===== config.mk =====
export PLATFORM = sky130hd
export DESIGN_NAME = osc_clken_gen
export DESIGN_NICKNAME = d
export VERILOG_FILES = /design/src/rtl/osc_clken_gen.sv
export SDC_FILE = /design/constraint.sdc
export NUM_CORES = 1
export LEC_CHECK = 0
export ABC_AREA = 1
export BUFFER_PORTS_ARGS = -buffer_cell sky130_fd_sc_hd__clkbuf_2
export CAP_MARGIN = 30
export CORE_MARGIN = 2
export CORE_UTILIZATION = 25
export CTS_CLUSTER_DIAMETER = 40
export CTS_CLUSTER_SIZE = 16
export DETAILED_ROUTE_END_ITERATION = 10
export HOLD_SLACK_MARGIN = 0.03
export PLACE_DENSITY = 0.46
export SETUP_SLACK_MARGIN = 0.2
export SYNTH_ARGS = -nofsm -noshare
export SYNTH_HDL_FRONTEND = slang
export SYNTH_SLANG_ARGS = --single-unit

===== constraint.sdc =====
create_clock -name CLK -period 5.45 [get_ports CLK]
set_input_delay 0.8175 -clock CLK [delete_from_list [all_inputs] [get_ports CLK]]
set_output_delay 0.8175 -clock CLK [all_outputs]
set_load 0.05 [all_outputs]

===== src/rtl/osc_clken_gen.sv =====
// osc_clken_gen: NUM_CH programmable clock-enable channels with a power-up settle period and SYNC realign.
// Define OSC_CLKEN_TOGGLE_EN to add the per-channel TOGGLE square-wave outputs.
module osc_clken_gen #(
   parameter int unsigned NUM_CH      = 4,
   parameter int unsigned DIV_W       = 16,
   parameter int unsigned DIV_DEFAULT = 50,
   parameter int unsigned STARTUP_CYC = 1024,
   localparam int unsigned CH_W       = (NUM_CH > 1) ? $clog2(NUM_CH) : 1
) (
   input  logic              CLK,
   input  logic              RESETN,
   input  logic              CFG_VALID,
   output logic              CFG_READY,
   input  logic [CH_W-1:0]   CFG_CH,
   input  logic [DIV_W-1:0]  CFG_DIV,
   output logic              CFG_ERR,
   input  logic              SYNC,
   output logic              READY,
   output logic [NUM_CH-1:0] CLKEN
`ifdef OSC_CLKEN_TOGGLE_EN
   ,
   output logic [NUM_CH-1:0] TOGGLE
`endif
);

   localparam int unsigned      SU_W     = (STARTUP_CYC > 1) ? $clog2(STARTUP_CYC) : 1;
   localparam logic [SU_W-1:0]  SU_INIT  = SU_W'(STARTUP_CYC - 1);
   localparam logic [DIV_W-1:0] DIV_INIT = DIV_W'(DIV_DEFAULT);
   localparam logic [DIV_W-1:0] CNT_INIT = DIV_W'(DIV_DEFAULT - 1);
   localparam logic [CH_W:0]    CH_LIMIT = (CH_W + 1)'(NUM_CH);

   typedef enum logic {ST_STARTUP, ST_RUN} state_t;

   state_t            state_q, state_d;
   logic [SU_W-1:0]   su_cnt_q;
   logic [DIV_W-1:0]  div_q      [NUM_CH];
   logic [DIV_W-1:0]  pend_div_q [NUM_CH];
   logic [DIV_W-1:0]  cnt_q      [NUM_CH];
   logic [NUM_CH-1:0] pending_q;
   logic              cfg_err_q;

   logic              ch_ok, cfg_fire, cfg_bad, run, sync_run;
   logic [NUM_CH-1:0] cfg_hit, tc;

   always_ff @(posedge CLK) begin
      if (!RESETN) state_q <= ST_STARTUP;
      else         state_q <= state_d;
   end

   // NOTE: every combinational output gets a default first so no path can infer a latch.
   always_comb begin
      state_d = state_q;
      case (state_q)
         ST_STARTUP: if (su_cnt_q == '0) state_d = ST_RUN;
         ST_RUN:     state_d = ST_RUN;
      endcase
   end

   always_comb begin
      ch_ok     = {1'b0, CFG_CH} < CH_LIMIT;
      CFG_READY = RESETN && !(ch_ok && pending_q[CFG_CH]);
      cfg_fire  = CFG_VALID && CFG_READY;
      cfg_bad   = cfg_fire && (!ch_ok || (CFG_DIV == '0));
      run       = (state_q == ST_RUN);
      sync_run  = run && SYNC;
      for (int i = 0; i < NUM_CH; i++) begin
         cfg_hit[i] = cfg_fire && !cfg_bad && (CFG_CH == CH_W'(i));
         tc[i]      = run && (cnt_q[i] == '0);
      end
      // SYNC suppresses even a coincident terminal count.
      CLKEN = sync_run ? '0 : tc;
   end

   assign READY   = run;
   assign CFG_ERR = cfg_err_q;

   // NOTE: the divisor/counter arrays are reset explicitly: a reset must restore DIV_DEFAULT everywhere.
   always_ff @(posedge CLK) begin
      if (!RESETN) begin
         pending_q <= '0;
         cfg_err_q <= 1'b0;
         su_cnt_q  <= SU_INIT;
         for (int i = 0; i < NUM_CH; i++) begin
            div_q[i]      <= DIV_INIT;
            pend_div_q[i] <= DIV_INIT;
            cnt_q[i]      <= CNT_INIT;
         end
      end else begin
         cfg_err_q <= cfg_bad;
         if (!run && su_cnt_q != '0) su_cnt_q <= su_cnt_q - 1'b1;
         for (int i = 0; i < NUM_CH; i++) begin
            if (!run || sync_run) begin
               // Counters sit at the reload value of the newest divisor (direct write, then pending).
               if (cfg_hit[i]) begin
                  div_q[i] <= CFG_DIV;
                  cnt_q[i] <= CFG_DIV - 1'b1;
               end else if (pending_q[i]) begin
                  div_q[i] <= pend_div_q[i];
                  cnt_q[i] <= pend_div_q[i] - 1'b1;
               end else begin
                  cnt_q[i] <= div_q[i] - 1'b1;
               end
               pending_q[i] <= 1'b0;
            end else begin
               if (tc[i]) begin
                  // The pending divisor only takes over at a reload, so no period is cut short.
                  if (pending_q[i]) begin
                     div_q[i]     <= pend_div_q[i];
                     cnt_q[i]     <= pend_div_q[i] - 1'b1;
                     pending_q[i] <= 1'b0;
                  end else begin
                     cnt_q[i] <= div_q[i] - 1'b1;
                  end
               end else begin
                  cnt_q[i] <= cnt_q[i] - 1'b1;
               end
               if (cfg_hit[i]) begin
                  pending_q[i]  <= 1'b1;
                  pend_div_q[i] <= CFG_DIV;
               end
            end
         end
      end
   end

`ifdef OSC_CLKEN_TOGGLE_EN
   logic [NUM_CH-1:0] toggle_q;

   always_ff @(posedge CLK) begin
      if (!RESETN || sync_run) toggle_q <= '0;
      else                     toggle_q <= toggle_q ^ CLKEN;
   end

   assign TOGGLE = toggle_q;
`endif

endmodule

==> out/results.ini, run 1 <==
[status]
status=finished, final reports clean

[logic_synthesis]
synthFlopType=edfxtp_1
synth-seq-area-share_pct=41.4
yosys.area.top_type_share_pct=39.2
synth_largest_area_cell=edfxtp_1
syn_area_per_cell_um2=7.66
async_flop_share_pct=0
syn_inst=1919
synth_warnings=0
ys_ff_latch=208
netlist_area_um2=14700
synth_area_leaders=edfxtp_1 (39%), nand2_1 (9.6%), nor2_1 (6.6%)
synth-edff-count=192
yosys.cell_types.count=54

[clock_tree]
root_buffer=clkbuf_16
htreeDepth=2
clock_latency_ns=0.60
cts_buffers=48
clock-sinks=208
postCtsHoldBufs=0
post_cts_buffers=0
cts_buffer_depth=3
path_clk_slew_ns=0.04
ctsResizeCount=0
cts_tree=yes

[min_path]
min_path_type=reg2reg

[worst_setup_path]
slowest_stage=dfxtp_1
path_buf_inv=4
setup.worst_path.end=CLKEN[3]
ff2ff_path_depth=10
worstPathArrival_ns=2.82
crit_fanout=12
r2r_setup_slack_ns=1.90
max_stage_delay_ns=0.59
criticalPathCategory=reg2out
critical_path.startpoint_type=register
crit_cells=6
reg2reg_to=cnt_q[0][8]
critPathLaunch=READY
critPathTopFamily=buffers and inverters
critical_path.cell_chain=buf_4 -> inv_6 -> nor2_8 -> inv_4 -> nor2_1 -> clkbuf_2
cp.required_ns=4.63
r2r-start=READY
endpoint_kind=primary output

[sta]
fin_ws_ns=1.81
worst_pin_slew_ns=0.975
fmax_mhz=275
fin_crit_sh_pct=66.8
finalSetupTns_ns=0
hold_viol=0
rsz0062_at_grt=false
setup_violations=0
period_needed_ns=3.64
slew_viol_final=0
clock_skew_ns=0.0449
relSlewSlack_pct=34.5

[grt]
track_usage_pct=16.3
grt_pass1_wl_mm=75.4
antenna_found_initial=0
grt_max_degree=41
overflow=0
grt_pass1_vias=12900

[placed_design]
place_inst=2731
place_hpwl_mm=37.2
post-place-ws_ns=1.59
place_congestion=0.904
port-buffer-count=28

[route]
via_per_inst=4.77
dr.pass1.iters=6
routed_wl_mm=49.4
drc=0
ant_nets=0
routedWlPerCell_um=17.5
vias=13500
initialDrtViolationCount=1132

[power_and_ir_drop]
swShare_pct=26.7
internal-power_w=0.00376
p_leak_nw=7.13
p_switching_w=0.00137
ir_worst_vdd_mv=0.234
p_comb_share_pct=8.2
power_density_nw_per_um2=295
clkPwrFrac_pct=55.1
seq_power_share_pct=36.8

[flow_run]
cap_violations=0

[die]
initial_utilization_pct=25.4
io_pins=29
die_y_um=247
dieArea_um2=60800
fp-row-count=88
die_x_um=247
core_um2=57900

[finish]
final_nets=2057
final_layout_size_suffix_gt1_share_pct=10.3
stdcell_count=2821
areaGrowthSynthToFinish_pct=18.0
final_common_cell=nand2_1
final_cell_mix=nand2_1 (376), nor2_1 (259), inv_1 (221), edfxtp_1 (192), a21oi_1 (120)
n_antenna_cell=0

## worst reg2reg max path, delay by kind of cell, from the launching register on
| kind | cells | cell delay [ns] |
|---|---|---|
| buf+inv | 4 | 0.93 |
| compound gates | 2 | 0.39 |
| flops | 1 | 0.59 |
| simple gates | 4 | 1.39 |
## metrics by stage
stage	power, W	utilization (%)	instance area, um2	hold WS [ns]
2_1_floorplan	0.00217	-	14900	0.428
3_3_place_gp	0.00232	27.2	15800	0.439
3_5_place_dp	0.00232	27.2	15800	0.451
4_1_cts	0.00518	30.0	17400	0.462
5_1_grt	0.00531	30.0	17400	0.496
6_report	0.00513	30.0	17400	0.455
## final cells by class
cell class	count	area (um2)
clock buffers	60	1270
clock inverters	30	320
fillers	6292	40600
inverters	260	991
multi-input cells	1464	7550
flip-flops and latches	208	6090
well taps	765	957
repair buffers	34	185
## how the worst min path moves through the flow
stage	slack (ns)	end	cells after the start	startpoint
2_1_floorplan	0.43	su_cnt_q[7]	2	su_cnt_q[7]
3_3_place_gp	0.44	su_cnt_q[0]	2	su_cnt_q[0]
6_report	0.45	su_cnt_q[7]	2	su_cnt_q[7]
4_1_cts	0.46	su_cnt_q[7]	2	su_cnt_q[7]
3_5_place_dp	0.45	su_cnt_q[7]	2	su_cnt_q[7]
5_1_grt	0.50	su_cnt_q[7]	2	su_cnt_q[7]
## metal layers
layer / share of wire, % / GRT usage, % / vias to the layer above
met4: 3.1 / 6.22 / 0
met1: 47 / 23.0 / 6262
met3: 6.9 / 2.76 / 101
met2: 43 / 24.9 / 455
met5: 0 / 0 / -
li1: - / - / 6652
## sequential cells by signal, summed over array words and instances, names as in the netlist
register    count
div_q          64
su_cnt_q       10
READY           1
pending_q       4
CFG_ERR         1
pend_div_q     64
cnt_q          64
## cells in the mapped netlist (7+ instances only)
| cell | instances |
|---|---|
| xnor2_1 | 32 |
| xor2_1 | 67 |
| o211ai_1 | 29 |
| buf_6 | 10 |
| nand3b_1 | 8 |
| nand3_1 | 116 |
| a21oi_1 | 120 |
| nand2_2 | 16 |
| clkinv_1 | 14 |
| nor2_2 | 15 |
| nor4_1 | 13 |
| nand3_2 | 7 |
| nor3_1 | 33 |
| buf_2 | 23 |
| ha_1 | 19 |
| dfxtp_1 | 16 |
| nor3_2 | 11 |
| o31ai_1 | 10 |
| nand2_1 | 376 |
| inv_2 | 20 |
| o21ai_0 | 106 |
| inv_1 | 221 |
| clkbuf_1 | 11 |
| o22ai_1 | 18 |
| o21ai_1 | 46 |
| nand4_1 | 43 |
| nor2_1 | 259 |
| edfxtp_1 | 192 |
## power groups by stage
stage,Sequential [W],Combinational (W),Clock [W]
6_report,0.00189,0.000419,0.00282
5_1_grt,0.00189,0.000463,0.00295
4_1_cts,0.00188,0.000414,0.00288
3_5_place_dp,0.00191,0.000411,0
3_3_place_gp,0.00191,0.000411,0
2_1_floorplan,0.00189,0.000272,0
## kinds of logic after synthesis
group	Yosys count	share of synthesized area, %
AND/OR/NAND/NOR	926	28.8
XOR/XNOR	99	5.89
other	1	0.0255
adder cells (fa/ha/maj)	19	1.62
flip-flops	208	41.4
AO/OA/AOI/OAI	356	13.4
buffers and inverters	310	8.87
No activity file was read; power rests on OpenSTA's default activity.
==> inputs of run 2 (changes only) <==
- clock period: 5.45 -> 3.5 ns (I/O delays scaled with it)
==> out/results.ini, run 2 (same netlist as run 1, synthesis figures left out) <==
[status]
status=finished, final reports clean  ; unchanged

[placed_design]
place_hpwl_mm=38.6  ; was 37.2 mm
place_inst=2765  ; was 2,731
place_congestion=0.919  ; was 0.904
placed_area_um2=16000  ; was 15,800 um2
port-buffer-count=28  ; unchanged

[clock_tree]
cts_buffers=47  ; was 48
postCtsHoldBufs=0  ; unchanged
path_clk_slew_ns=0.05  ; was 0.04 ns
cts_buffer_depth=3  ; unchanged
htreeDepth=2  ; unchanged
clock_latency_ns=0.59  ; was 0.60 ns
clock-sinks=208  ; unchanged
ctsResizeCount=0  ; unchanged
root_buffer=clkbuf_16  ; unchanged
post_cts_buffers=0  ; unchanged
cts_tree=yes  ; unchanged

[sta]
clock_skew_ns=0.0390  ; was 0.0449 ns
worst_pin_slew_ns=0.802  ; was 0.975 ns
fmax_mhz=330
fin_crit_sh_pct=86.7
fin_hold_ws_ns=0.379  ; was 0.455 ns
rsz0062_at_grt=false  ; unchanged
relSlewSlack_pct=46.3  ; was 34.5%
hold_viol=0  ; unchanged
finalSetupTns_ns=0  ; unchanged
slew_viol_final=0  ; unchanged
setup_violations=0  ; unchanged
period_needed_ns=3.03

[worst_setup_path]
critical_path.startpoint_type=register  ; unchanged
criticalPathCategory=reg2reg  ; was reg2out
worstPathArrival_ns=3.30  ; was 2.82 ns
critical_path.cell_chain=nor2_1 -> nand2_1 -> nor2_1 -> nand4_1 -> nor2_1 -> nand3_1 -> inv_1 -> nor2_1 -> nand3_1 -> buf_4  ; was buf_4 -> inv_6 -> nor2_8 -> inv_4 -> nor2_1 -> clkbuf_2
crit_top_cell=nor2_1
cp.required_ns=3.77  ; was 4.63 ns
slowest_stage=nor2_1  ; was dfxtp_1
crit_fanout=16  ; was 12
max_stage_delay_ns=0.48  ; was 0.59 ns
endpoint_kind=register  ; was primary output
critPathTopFamily=simple AND/OR/NAND/NOR gates  ; was buffers and inverters
path_buf_inv=2  ; was 4

[power_and_ir_drop]
p_comb_share_pct=8.6  ; was 8.2%
ir_worst_vdd_mv=0.360  ; was 0.234 mV
p_leak_nw=7.27  ; was 7.13 nW
internal-power_w=0.00588  ; was 0.00376 W
power_density_nw_per_um2=452  ; was 295 nW/um2
seq_power_share_pct=36.9  ; was 36.8%
swShare_pct=26.1  ; was 26.7%
p_switching_w=0.00208  ; was 0.00137 W
clkPwrFrac_pct=54.6  ; was 55.1%

[finish]
utilization_pct=30.4  ; was 30.0%
top_regs=cnt_q (64), div_q (64), pend_div_q (64)  ; unchanged
multiInputGateArea_um2=7550  ; unchanged
final_layout_size_suffix_gt1_share_pct=11.9  ; was 10.3%
num-fill-cells=6304  ; was 6,292
final_cell_mix=nand2_1 (376), nor2_1 (259), inv_1 (221), edfxtp_1 (192), a21oi_1 (120)  ; unchanged
n_antenna_cell=0  ; unchanged
areaGrowthSynthToFinish_pct=19.7  ; was 18.0%
stdcell_count=2852  ; was 2,821
final_nets=2090  ; was 2,057
area.sequential_um2=6090  ; unchanged
final_common_cell=nand2_1  ; unchanged
design_area_um2=17600  ; was 17,400 um2

[route]
dr.pass1.iters=5  ; was 6
routedWlPerCell_um=17.8  ; was 17.5 um
routed_wl_mm=50.9  ; was 49.4 mm
via_per_inst=4.76  ; was 4.77
drc=0  ; unchanged
ant_nets=0  ; unchanged
vias=13600  ; was 13.5k
initialDrtViolationCount=1028  ; was 1,132

[grt]
grt_pass1_wl_mm=78.2  ; was 75.4 mm
antenna_found_initial=0  ; unchanged
grt_max_degree=45  ; was 41
grt_pass1_vias=13300  ; was 12.9k
overflow=0  ; unchanged
track_usage_pct=16.9  ; was 16.3%

[flow_run]
cap_violations=0  ; unchanged

[die]
fp-row-count=88  ; unchanged
initial_utilization_pct=25.4  ; unchanged
die_y_um=247  ; unchanged
die_x_um=247  ; unchanged
core_um2=57900  ; unchanged
dieArea_um2=60800  ; unchanged
io_pins=29  ; unchanged

[min_path]
min_path_type=in2reg  ; was reg2reg

## run 2: worst register-to-register path: cells and delay by family (launching register included)
family | cells | cell delay (ns)
AND/OR/NAND/NOR | 8 | 1.70
buffers and inverters | 2 | 0.54
flip-flops | 1 | 0.46
## run 2: path summary, 6_finish.rpt
check	cells after the start	endpoint	slack (ns)	from
hold reg to reg	2	su_cnt_q[0]	0.46	su_cnt_q[0]
setup reg to reg	10	div_q[3][11]	0.47	cnt_q[3][4]
hold / removal	3	div_q[3][0]	0.38	CFG_DIV[0]
setup / recovery	10	div_q[3][11]	0.47	cnt_q[3][4]
## run 2: area by class of cell
type | count | area share, %
timing repair buffer | 68 | 2.50
multi-input combinational | 1464 | 42.9
sequential | 208 | 34.6
clock inverter | 31 | 1.68
inverter | 260 | 5.63
tap | 765 | 5.44
clock buffer | 56 | 7.28
## run 2: metal layers
metal / vias to the layer above / routed length [um] / track usage (%)
met3: 97 / 2970 / 2.69
met2: 424 / 21800 / 25.9
met5: - / 0 / 0
met1: 6349 / 24600 / 23.8
li1: 6707 / - / -
met4: 0 / 1580 / 6.08
## run 2: stage by stage
step	total power [W]	worst slack, ns
floorplan	0.00337	0.704
global placement	0.00365	0.592
detailed placement	0.00365	0.454
CTS	0.00804	0.451
global route	0.00827	0.361
finish	0.00796	0.466
## run 2: power groups by stage
| stage | combinational (W) | sequential (W) | clock (W) |
|---|---|---|---|
| floorplan | 0.000423 | 0.00295 | 0 |
| CTS | 0.000673 | 0.00294 | 0.00443 |
| detailed placement | 0.000669 | 0.00298 | 0 |
| finish | 0.000681 | 0.00294 | 0.00434 |
| global placement | 0.000668 | 0.00298 | 0 |
| global route | 0.000755 | 0.00295 | 0.00457 |
